$ cat src/rtl/divider_pkg.sv
// -----------------------------------------------------------------------------
// divider_pkg
// Shared definitions for the sequential 32/16 unsigned divider:
//   - default operand widths and iteration-counter width
//   - quotient value reported for a divide by zero
//   - FSM state encoding
// -----------------------------------------------------------------------------
package divider_pkg;

    localparam int DIVIDEND_WIDTH_DEFAULT = 32;
    localparam int DIVISOR_WIDTH_DEFAULT  = 16;
    // Counter must count 0..DIVIDEND_WIDTH-1, so 2**CNT_WIDTH > DIVIDEND_WIDTH.
    localparam int CNT_WIDTH_DEFAULT      = 6;

    // All-ones quotient flags a divide by zero (the "infinite" result).
    localparam logic [DIVIDEND_WIDTH_DEFAULT-1:0] DIV_BY_ZERO_QUOTIENT = 32'hFFFF_FFFF;

    typedef enum logic [1:0] {
        IDLE = 2'd0,
        RUN  = 2'd1,
        DONE = 2'd2
    } divState_t;

endpackage

$ cat src/rtl/divider_step.sv
// -----------------------------------------------------------------------------
// divider_step
// One combinational restoring-division step.
// Ports:
//   remIn       in   DIVISOR_WIDTH  current partial remainder (always < divisor)
//   dividendBit in   1              next dividend bit shifted into the remainder
//   divisor     in   DIVISOR_WIDTH  divisor
//   remOut      out  DIVISOR_WIDTH  new partial remainder
//   quotientBit out  1              quotient bit produced by this step
// -----------------------------------------------------------------------------
module divider_step
    import divider_pkg::*;
#(
    parameter int DIVISOR_WIDTH = DIVISOR_WIDTH_DEFAULT
) (
    input  logic [DIVISOR_WIDTH-1:0] remIn,
    input  logic                     dividendBit,
    input  logic [DIVISOR_WIDTH-1:0] divisor,
    output logic [DIVISOR_WIDTH-1:0] remOut,
    output logic                     quotientBit
);

    // The shifted remainder R' is DIVISOR_WIDTH+1 bits wide; its MSB is
    // remIn's MSB, so only the low DIVISOR_WIDTH bits are formed here.
    logic [DIVISOR_WIDTH-1:0] shiftedLow;

    assign shiftedLow = {remIn[DIVISOR_WIDTH-2:0], dividendBit};

    // If R' has its top bit set it already exceeds any divisor.
    assign quotientBit = remIn[DIVISOR_WIDTH-1] | (shiftedLow >= divisor);

    // The true difference is < divisor, so the modular low-bit subtraction
    // is exact even when R' carried into the extra top bit.
    assign remOut = quotientBit ? (shiftedLow - divisor) : shiftedLow;

endmodule

$ cat src/rtl/sequential_divider_32by16.sv
// -----------------------------------------------------------------------------
// sequential_divider_32by16
// Iterative restoring unsigned divider, one quotient bit per clock.
// Ports:
//   Clock       in   1   clock, all state on posedge
//   Reset       in   1   asynchronous active-low reset
//   iStart      in   1   start request, honoured in IDLE or DONE
//   iData_A     in   32  dividend, captured on the accepting edge
//   iData_B     in   16  divisor, captured on the accepting edge
//   oBusy       out  1   high for the DIVIDEND_WIDTH iteration cycles
//   oDone       out  1   one-cycle pulse when results are updated
//   oDivByZero  out  1   divide-by-zero flag, valid with oDone, held
//   oQuotient   out  32  quotient, held until the next result
//   oRemainder  out  16  remainder, held until the next result
// Timing: accept on edge 0, oBusy high after edges 1..32, oDone after edge 33.
// A zero divisor skips RUN: oDone after edge 1.
// -----------------------------------------------------------------------------
module sequential_divider_32by16
    import divider_pkg::*;
#(
    parameter int DIVIDEND_WIDTH = DIVIDEND_WIDTH_DEFAULT,
    parameter int DIVISOR_WIDTH  = DIVISOR_WIDTH_DEFAULT,
    parameter int CNT_WIDTH      = CNT_WIDTH_DEFAULT
) (
    input  logic                      Clock,
    input  logic                      Reset,
    input  logic                      iStart,
    input  logic [DIVIDEND_WIDTH-1:0] iData_A,
    input  logic [DIVISOR_WIDTH-1:0]  iData_B,
    output logic                      oBusy,
    output logic                      oDone,
    output logic                      oDivByZero,
    output logic [DIVIDEND_WIDTH-1:0] oQuotient,
    output logic [DIVISOR_WIDTH-1:0]  oRemainder
);

    localparam logic [CNT_WIDTH-1:0] LAST_STEP = CNT_WIDTH'(DIVIDEND_WIDTH - 1);

    divState_t                 stateReg;
    logic [CNT_WIDTH-1:0]      cntReg;
    // Dividend bits shift out of the top while quotient bits shift in at
    // the bottom, so after the last step this register holds the quotient.
    logic [DIVIDEND_WIDTH-1:0] dividendReg;
    logic [DIVISOR_WIDTH-1:0]  divisorReg;
    logic [DIVISOR_WIDTH-1:0]  remReg;
    logic                      zeroReg;
    logic                      busyReg;
    logic                      doneReg;
    logic                      divByZeroReg;
    logic [DIVIDEND_WIDTH-1:0] quotientReg;
    logic [DIVISOR_WIDTH-1:0]  remainderReg;

    logic                      accept;
    logic [DIVISOR_WIDTH-1:0]  stepRem;
    logic                      stepBit;

    assign accept = iStart && ((stateReg == IDLE) || (stateReg == DONE));

    divider_step #(
        .DIVISOR_WIDTH(DIVISOR_WIDTH)
    ) uStep (
        .remIn      (remReg),
        .dividendBit(dividendReg[DIVIDEND_WIDTH-1]),
        .divisor    (divisorReg),
        .remOut     (stepRem),
        .quotientBit(stepBit)
    );

    always_ff @(posedge Clock or negedge Reset) begin
        if (!Reset) begin
            stateReg     <= IDLE;
            cntReg       <= '0;
            dividendReg  <= '0;
            divisorReg   <= '0;
            remReg       <= '0;
            zeroReg      <= 1'b0;
            busyReg      <= 1'b0;
            doneReg      <= 1'b0;
            divByZeroReg <= 1'b0;
            quotientReg  <= '0;
            remainderReg <= '0;
        end else begin
            doneReg <= 1'b0;
            // Registered one cycle behind the state so that oBusy covers
            // exactly the edges on which an iteration is being computed.
            busyReg <= (stateReg == RUN);

            case (stateReg)
                IDLE: ;
                RUN: begin
                    dividendReg <= {dividendReg[DIVIDEND_WIDTH-2:0], stepBit};
                    remReg      <= stepRem;
                    cntReg      <= cntReg + CNT_WIDTH'(1);
                    if (cntReg == LAST_STEP) begin
                        stateReg <= DONE;
                    end
                end
                DONE: begin
                    doneReg      <= 1'b1;
                    divByZeroReg <= zeroReg;
                    quotientReg  <= zeroReg ? {DIVIDEND_WIDTH{1'b1}} : dividendReg;
                    remainderReg <= zeroReg ? '0 : remReg;
                    stateReg     <= IDLE;
                end
                default: stateReg <= IDLE;
            endcase

            // A start overrides the state update above. When it lands in
            // DONE, the finishing result is still published on this edge,
            // including its divide-by-zero flag.
            if (accept) begin
                dividendReg <= iData_A;
                divisorReg  <= iData_B;
                remReg      <= '0;
                cntReg      <= '0;
                zeroReg     <= (iData_B == '0);
                stateReg    <= (iData_B == '0) ? DONE : RUN;
                if (stateReg == IDLE) begin
                    divByZeroReg <= 1'b0;
                end
            end
        end
    end

    assign oBusy      = busyReg;
    assign oDone      = doneReg;
    assign oDivByZero = divByZeroReg;
    assign oQuotient  = quotientReg;
    assign oRemainder = remainderReg;

endmodule
$ cat config.mk
export PLATFORM = sky130hd
export DESIGN_NAME = sequential_divider_32by16
export DESIGN_NICKNAME = d
export VERILOG_FILES = /design/src/rtl/divider_pkg.sv /design/src/rtl/divider_step.sv /design/src/rtl/sequential_divider_32by16.sv
export SDC_FILE = /design/constraint.sdc
export NUM_CORES = 1
export LEC_CHECK = 0
export BUFFER_PORTS_ARGS = -buffer_cell sky130_fd_sc_hd__buf_2
export CAP_MARGIN = 20
export CORE_MARGIN = 10
export CORE_UTILIZATION = 56
export CTS_CLUSTER_DIAMETER = 150
export CTS_CLUSTER_SIZE = 12
export DETAILED_ROUTE_END_ITERATION = 10
export PLACE_DENSITY = 0.88
export SKIP_CTS_REPAIR_TIMING = 1
export SLEW_MARGIN = 10
export SYNTH_ARGS = -nofsm -noshare
export SYNTH_HDL_FRONTEND = slang
export SYNTH_SLANG_ARGS = --single-unit
$ cat constraint.sdc
create_clock -name Clock -period 2.9 [get_ports Clock]
set_clock_uncertainty 0.05 [all_clocks]
set_input_delay 0.145 -clock Clock [delete_from_list [all_inputs] [get_ports Clock]]
set_output_delay 0.145 -clock Clock [all_outputs]
set_load 0.01 [all_outputs]
==> summary by stage, run 1 <==
Routing
Detailed routing inserted a total of ~6000 vias. The first detailed-routing pass took 9 iterations. The initial detailed-routing violation count is 805. After detailed routing, the average wire length per cell comes to 20.3 µm.

The post-detailed-routing wire length is ~19000 µm. After detailed routing, the number of vias per cell comes to a little over 6. The count of nets left with antenna violations once routing finished came out at 0.

After detailed routing, the number of remaining DRC violations is 0.

Timing
For the pin with the worst max-slew slack, the measured transition is 0.963 ns. In the final timing run, aggregate negative setup slack is 0 ns. The final worst-path cycle share is about 94%. The highest attainable clock frequency is between 300 and 400 MHz. Setup repair after global routing left no endpoint under its margin. Setup violations remaining at the end of the flow were counted as 0. Headroom to the max-slew limit came out at around 36%. The number of hold violations in the final report came to 0. The max-slew violation count is 0.

The clock period minus final worst setup slack is approximately 2.7 ns.

Placement
In this run the cell area measured after placement is between 6000 and 7000 µm². The estimated wirelength of the detail-placed design is 11100 µm. At the end of routability-driven placement, the weighted congestion stood at between 0.9 and 1. The count of buffers added on input and output ports is about 100. The placed cell count is 871.

Power
The analysis attributes to cell leakage a power of 3.87 nW. The total power per unit cell area is 1270 nW/µm². The worst supply voltage drop on vdd is around 0.55 mV. After layout, the design draws a total of 0.00988 W.

Synthesis
Each instance of the synthesized netlist takes up on average between 9 and 10 µm². The synthesized netlist devotes 18.0% of its cell area to compound gates. The mapped netlist covers 6010 µm². The synthesized netlist devotes under 10% of its cell area to XOR and XNOR gates. The number of nets handed over by synthesis was ~730.

The share of synthesized registers carrying an async set or reset is 100%. During synthesis, Yosys emitted a total of 0 warnings. Summing the areas of all and, or, nand and nor instances in the mapped netlist gives about a fifth of the synthesized area. After synthesis the netlist holds a flip-flop and latch count of between 100 and 150.

Synthesis instantiated 54 different standard cells from the library. Multiplexer cells account for 2.02% of the synthesized area. The leading register cell type out of synthesis is dfrtp_1. The synthesized design contains 0 enable-type register cells. The largest family of logic cells by synthesized area is simple AND/OR/NAND/NOR gates. Sequential cells were found to cover 51.6% of the synthesized design area.

Summing the areas of all fa, ha and maj instances in the mapped netlist gives between 3 and 4% of the synthesized area. After technology mapping, the gate count stands at 665.

Finish
The number of filler instances in the final layout is 671. Compared with the post-synthesis result, the final layout area differs by 29.4%. The net count of the finished layout is 873. The post-route cell area is 7780 µm². Of the cells placed in the final design, the portion with a size suffix greater than 1 is 18.6%. Cells fill 74.7% of the core in the end. The count of cells in the finished layout, fillers not included, comes to approximately 950.

Job
The max-cap violation count is 0.

GRT
The first global-routing pass estimated about 27000 µm of wire. Global routing used a little under a quarter of the available tracks across all layers. The initial antenna violation count is 0. The maximum number of pins on one net before global-route repair is 70. For this run the aggregate overflow at the end of global routing stands at 0. The number of global-route vias before repair was about 5300.

Floorplan
The number of standard-cell rows in the floorplan is 37. The boundary pin count is 102. The initial core utilization is roughly 58%. The placeable core region is roughly 10000 µm². The die extent in y is 124 µm. The floorplan step set the die width to roughly 120 µm. The die covers ~15000 µm².

Clocking
The count of H-tree levels built during CTS is 4. TritonCTS built the clock tree. For the worst-skew pair, the clock arrives at the later sink with an insertion delay of approximately 0.54 ns. Clock tree synthesis inserted a total of 17 buffers.

The clock-pin slew on the worst setup and hold paths is ~0.060 ns. The cell sitting at the root of the clock tree is a clkbuf_8. No sink is reached through more buffers than the 2 on the longest clock path.

The clock net in this run drives a total of 124 sinks.

Hold path
The tightest min-delay check is of the input pin to asynchronous set/reset pin type.

Setup path
The start-to-end type of the worst setup path is flop to flop. The data arrival time of the critical path is between 3 and 4 ns. In this run the worst path has a maximum fanout of 12. The element type at the critical path start is a flop. The number of cells on the worst reg-to-reg path is 11. STA classifies the critical path endpoint as a flop. The data required time at the worst endpoint is about 3.3 ns.

Run status
The flow ran to the end, and the final reports show no timing, DRC or antenna violations.
[Yosys cell counts (all sizes together) (5+ instances only)]
library cell | number | area (µm²)
nand3 | 6 | 30.0
nand4 | 5 | 31.3
ha | 17 | 213
buf | 11 | 56.3
a32oi | 7 | 61.3
a21oi | 15 | 75.1
o21ai | 84 | 420
nand2 | 196 | 736
inv | 21 | 78.8
a21o | 5 | 37.5
a22oi | 31 | 233
clkbuf | 33 | 124
mux2i | 11 | 110
xnor2 | 6 | 52.6
nand2b | 12 | 75.1
nor4 | 7 | 43.8
nor2 | 15 | 56.3
dfrtp | 124 | 3100
[worst paths after layout]
path | from | end | slack (ns)
max reg2reg | dividendReg[31] | remReg[1] | 0.19
min in group Clock | iData_A[7] | dividendReg[7] | 0.32
max in group asynchronous | Reset | dividendReg[27] | 1.81
min | Reset | divisorReg[11] | 0.13
max | dividendReg[31] | remReg[1] | 0.19
min reg2reg | oQuotient[6] | oQuotient[6] | 0.42
[through the flow]
stage | worst slack [ns] | hold WS (ns)
3_5_place_dp | 0.374 | 0.162
6_report | 0.187 | 0.133
2_1_floorplan | 0.429 | -0.201
3_3_place_gp | 0.470 | 0.150
4_1_cts | 0.264 | -0.393
5_1_grt | 0.0310 | 0.204
[cell type report]
type                       instances  area, µm²  area share, %
tap                              136        170           2.19
clock buffer                      20        455           5.85
clock inverter                    12        183           2.35
inverter                          22       82.6           1.06
sequential                       124       3100           39.9
antenna                            1       2.50         0.0322
multi-input combinational        475       2670           34.3
timing repair buffer             164       1120           14.4
[cells in the final DEF, fill, tap and decap left out, drive strengths merged, types with 3 or more instances in the layout]
master and n:
clkbuf 20, dfrtp 124, a32oi 7, a221oi 3, o21ai 84, bufinv 4, xnor2 6, clkinvlp 3
nand2b 12, a21oi 15, o31ai 3, ha 17, a22o 3, nand3 6, nor2b 3, nor3b 3
and3 4, nor3 4, nand2 196, xor2 4, nand4 5, nor4 7, a22oi 31, nor2 15
mux2i 11, o211ai 3, buf 114, a211o 3, a21o 5, clkinv 3, inv 24, dlygate4sd3 50
[state kept, by name, indices dropped and copies added, names as in the netlist]
register	cells
dividendReg	32
stateReg	2
oDone	1
divisorReg	16
zeroReg	1
oBusy	1
cntReg	6
oQuotient	32
oRemainder	16
oDivByZero	1
remReg	16
[logic make-up after synthesis]
group,count (synthesis)
AND/OR/NAND/NOR,263
multiplexers,12
adder cells (fa/ha/maj),18
flip-flops,124
XOR/XNOR,10
buffers and inverters,66
AO/OA/AOI/OAI,172
[per-layer routing]
layer | share of wire (%) | wire [µm] | track usage, %
met2 | 50 | 9660 | 38.2
met1 | 37 | 7130 | 27.5
met4 | 4.4 | 855 | 8.01
met3 | 9.0 | 1750 | 5.34
met5 | 0 | 0 | 0
[critical path, cell delays in order (launching register included)]
cell,delay (ns)
dfrtp_1,0.36
inv_1,0.13
ha_1,0.20
inv_1,0.06
fa_1,0.42
nand3_1,0.11
a31oi_1,0.09
o311ai_1,0.30
and3_1,0.24
buf_4,0.25
mux2i_1,0.27
o21ai_1,0.09
[power breakdown]
group	total (W)	internal [W]	leakage, nW	switching [W]
Combinational	0.00467	0.00192	2.03	0.00275
Sequential	0.00290	0.00238	1.54	0.000517
Clock	0.00231	0.00147	0.305	0.000841
Total	0.00988	0.00577	3.87	0.00411
(Power assumes the default switching activity.)
==> run 2, diff against run 1 <==
--- a/config.mk
+++ b/config.mk
@@ -8,13 +8,14 @@
 export BUFFER_PORTS_ARGS = -buffer_cell sky130_fd_sc_hd__buf_2
 export CAP_MARGIN = 20
 export CORE_MARGIN = 10
-export CORE_UTILIZATION = 56
+export CORE_UTILIZATION = 57
 export CTS_CLUSTER_DIAMETER = 150
 export CTS_CLUSTER_SIZE = 12
 export DETAILED_ROUTE_END_ITERATION = 10
-export PLACE_DENSITY = 0.88
+export PLACE_DENSITY = 0.89
 export SKIP_CTS_REPAIR_TIMING = 1
 export SLEW_MARGIN = 10
 export SYNTH_ARGS = -nofsm -noshare
 export SYNTH_HDL_FRONTEND = slang
+export SYNTH_HIERARCHICAL = 1
 export SYNTH_SLANG_ARGS = --single-unit
==> run 2 against run 1 <==
Synthesized area is 2.6% higher. Final cell count down 1.9%. Synthesized cell count fell by 2.9%. Combinational power rose by 8.8%. Largest power group unchanged.
==> summary by stage, run 2 <==
Run status
The run finished with clean final reports.

Hold path
The worst hold path depth is 3. The worst hold-check path type is input pin to flop.

Synthesis
Counting flops with an async set or reset pin after synthesis yields a share of between 90% and 100%. In the post-synthesis netlist, the cell with the most instances is nand2_1. The portion of the post-synthesis area used by sequential elements is 50.3%. The share of synthesized area in the top cell type comes to around half.

Sorting the synthesized cells by area gives the leading types as dfrtp_1 50%, nand2_1 11%, o21ai_0 4.5%. The synthesized netlist occupies a cell area of between 6000 and 7000 µm². Yosys mapped a number of flops with a built-in enable equal to 0. The largest family of logic cells by synthesized area is simple AND/OR/NAND/NOR gates.

The biggest area consumer among synthesized cells is dfrtp_1. The leading register cell type out of synthesis is dfrtp_1. The area share of and/or/nand/nor cells after synthesis is a little under a fifth. Synthesis produced a netlist with a net count of a little over 700. The count of distinct cell types in the synthesized netlist is 55. The number of warnings printed during yosys synthesis is 6. The mux cell area share after synthesis is under 10%.

Of the total synthesized cell area, the portion taken by XOR and XNOR cells is slightly below 2%. Summing the areas of all compound-gate instances in the mapped netlist gives between 10% and 20% of the synthesized area. By count the netlist is led by 186 x nand2_1, 124 x dfrtp_1, 55 x o21ai_0. The synthesized netlist devotes ~3.8% of its cell area to adder and majority cells. The post-synthesis area per instance is 9.55 µm². The synthesized design contains between 100 and 150 register bits. The post-synthesis cell count is between 600 and 700.

Routing
The via count is ~5700. The number of iterations in the first detailed-routing pass is 8. In the routed design, unresolved DRC markers number 0. The first routing iteration left 772 violations. The number of antenna-violating nets in the routed design is 0.

Dividing the detail-routed wire length by the instance count gives 19.7 µm. Summed over all layers, the routed wires come to roughly 18000 µm. The post-detailed-route via-to-cell ratio is between 6 and 7.

Floorplan
The boundary pin count is between 100 and 150. The die extent in y is between 100 and 150 µm. The area of the die is approximately 15000 µm². The number of standard-cell rows in the floorplan is 37. The initial core utilization is 59.2%. The placeable core region is between 10000 and 15000 µm². The floorplan step set the die width to approximately 120 µm.

Setup path
Tracing the worst setup path back leads to its startpoint at dividendReg[31]. The critical path endpoint category is a flop. The length in cells of the worst reg-to-reg path is 11. The worst setup slack for register-to-register paths is 0.12 ns. By startpoint and endpoint, the worst setup path is classified as flop to flop. The maximum fanout encountered on the critical timing path is 17.

The data arrival time of the critical path is roughly 3.1 ns. The reg-to-reg startpoint is dividendReg[31]. The element type at the critical path start is a flop. The critical register-to-register path endpoint is remReg[15]. The capturing element of the worst setup path is remReg[15].

At the worst endpoint, the required time is 3.26 ns.

Timing
Setup violations remaining at the end of the flow were counted as 0. The final worst-path cycle share is ~96%. For this run, the top clock speed supported by timing is ~360 MHz. For the final routed database, the setup TNS stands at 0 ns. The max-slew violation count is 0. The number of hold violations in the final report is 0.

The pin slew with the least headroom to its limit is around 1.1 ns. Across all hold checks on the routed design, the worst slack comes to 0.0527 ns. Setup repair after global routing left no endpoint under its margin.

Measured against its own limit, the worst slew margin works out to between 20 and 30%. The clock period minus final worst setup slack is approximately 2.8 ns.

Clocking
No sink is reached through more buffers than the 2 on the longest clock path. The library cell used as clock root buffer is clkbuf_8. The insertion delay of the later-clocked pin in the worst-skew pair is between 0.5 and 0.6 ns. The clock buffer count from CTS is 17. The H-tree was split into 4 levels. TritonCTS built the clock tree. For this design, the sink count on the clock tree is between 100 and 150. Clock-pin slew was measured on the worst setup and hold paths at approximately 0.060 ns.

Power
The proportion of total power due to net switching is 40.3%. The reported leakage power is roughly 4.0 nW. The share of total power dissipated in combinational logic is 49.5%. Per report_power, the clock group accounts for a little over a fifth of the total.

The post-route total power is approximately 0.01 W. The worst supply voltage drop on vdd is 0.590 mV. Summed over all nets, the switching power comes to ~0.0041 W. In this run the power density over the cells is around 1300 nW/µm². The internal power of the cells totals just over 0.006 W. Of the total power, registers draw 29.4%.

GRT
The initial antenna violation count is 2. The overall global routing resource usage is a little over a fifth. The number of global-route vias before repair is 5213. The residual overflow from global routing is 0. The first-pass GRT wire length is around 26000 µm. Entering global routing, the biggest net connects 67 pins.

Finish
In the final layout, the share of cells above drive strength 1 is 21.5%. At the end of the flow the core is filled with cells to roughly three quarters. The most common cell after layout, fill and taps aside is nand2_1.

Relative to the synthesized area, the layout overhead comes to 26.9%. The total number of nets in the final design is between 800 and 900. The top cell types in the final layout, fill and taps aside, are 186 x nand2_1, 124 x dfrtp_1, 100 x buf_2.

Placement
The count of input and output buffers is 101. The estimated wirelength of the detail-placed design is approximately 11000 µm. At the end of routability-driven placement, the weighted congestion stood at between 0.9 and 1.

Job
The max-cap violation count is 0.
-- run 2: cell count changes after synthesis, moves of 7 or more --
cell      delta
a21oi_1      -7
buf_2       +20
nand3_1     +33
a32oi_1      -7
nand2b_1     -7
o21ai_1     -13
clkbuf_1    -25
mux2_4       +7
mux2_2       +9
nand2_1     -10
a22o_1      +15
o21ai_0     -16
-- run 2: final cells by class --
class                      count  area [µm²]
antenna                        1        2.50
timing repair buffer         159        1090
inverter                      23        86.3
sequential                   124        3100
tap                          136         170
clock buffer                  17         414
clock inverter                15         181
multi-input combinational    461        2780
fill                         676        2580
-- run 2: cell families (layout without fill, tap and decap cells) --
logic type / count (synthesis) / after routing
buffers and inverters: 61 / 214
xor gates and xnor gates: 14 / 14
DFF: 124 / 124
muxes: 21 / 21
other: 0 / 1
and+or+nand+nor: 261 / 261
AOI/OAI and AO/OA: 147 / 147
adders and majority gates: 18 / 18
-- run 2: how the worst min path moves through the flow --
stage	startpoint	slack, ns	end
2_1_floorplan	Reset	-0.20	cntReg[0]
3_3_place_gp	Reset	0.23	oRemainder[15]
3_5_place_dp	Reset	0.23	oRemainder[15]
4_1_cts	Reset	-0.31	oQuotient[21]
5_1_grt	iStart	0.08	divisorReg[3]
6_report	iStart	0.05	cntReg[0]
-- run 2: per-layer routing --
layer / part of all wire (%) / GRT usage [%] / vias up
li1: - / - / 2528
met1: 38 / 27.4 / 2736
met2: 49 / 34.6 / 336
met3: 8.9 / 4.89 / 59
met4: 4.0 / 7.34 / 0
met5: 0 / 0 / -
-- run 2: per-stage QoR --
stage,cells,instance area (µm²),setup WS [ns]
after global routing,936,7830,0.0159
after detailed placement,854,6740,0.158
final,936,7830,0.124
after global placement,854,6740,0.232
after floorplan,646,6170,0.238
after CTS,886,7340,0.151
-- run 2: power groups by stage --
stage,clock network [W],registers [W],logic [W]
global route,0.00224,0.00308,0.00553
floorplan,0,0.00289,0.00380
finish,0.00216,0.00301,0.00508
global placement,0,0.00291,0.00462
detailed placement,0,0.00296,0.00481
CTS,0.00213,0.00295,0.00492
-- run 2: worst max-delay path, stage by stage (launching register included) --
cell and delay, ns:
dfrtp_1 0.36, inv_1 0.07, ha_1 0.23, fa_1 0.44, nor2b_4 0.16, o21bai_4 0.08, a31oi_4 0.26, nor4_4 0.09
o21ai_4 0.18, buf_12 0.18, mux2_2 0.35, a22o_1 0.20
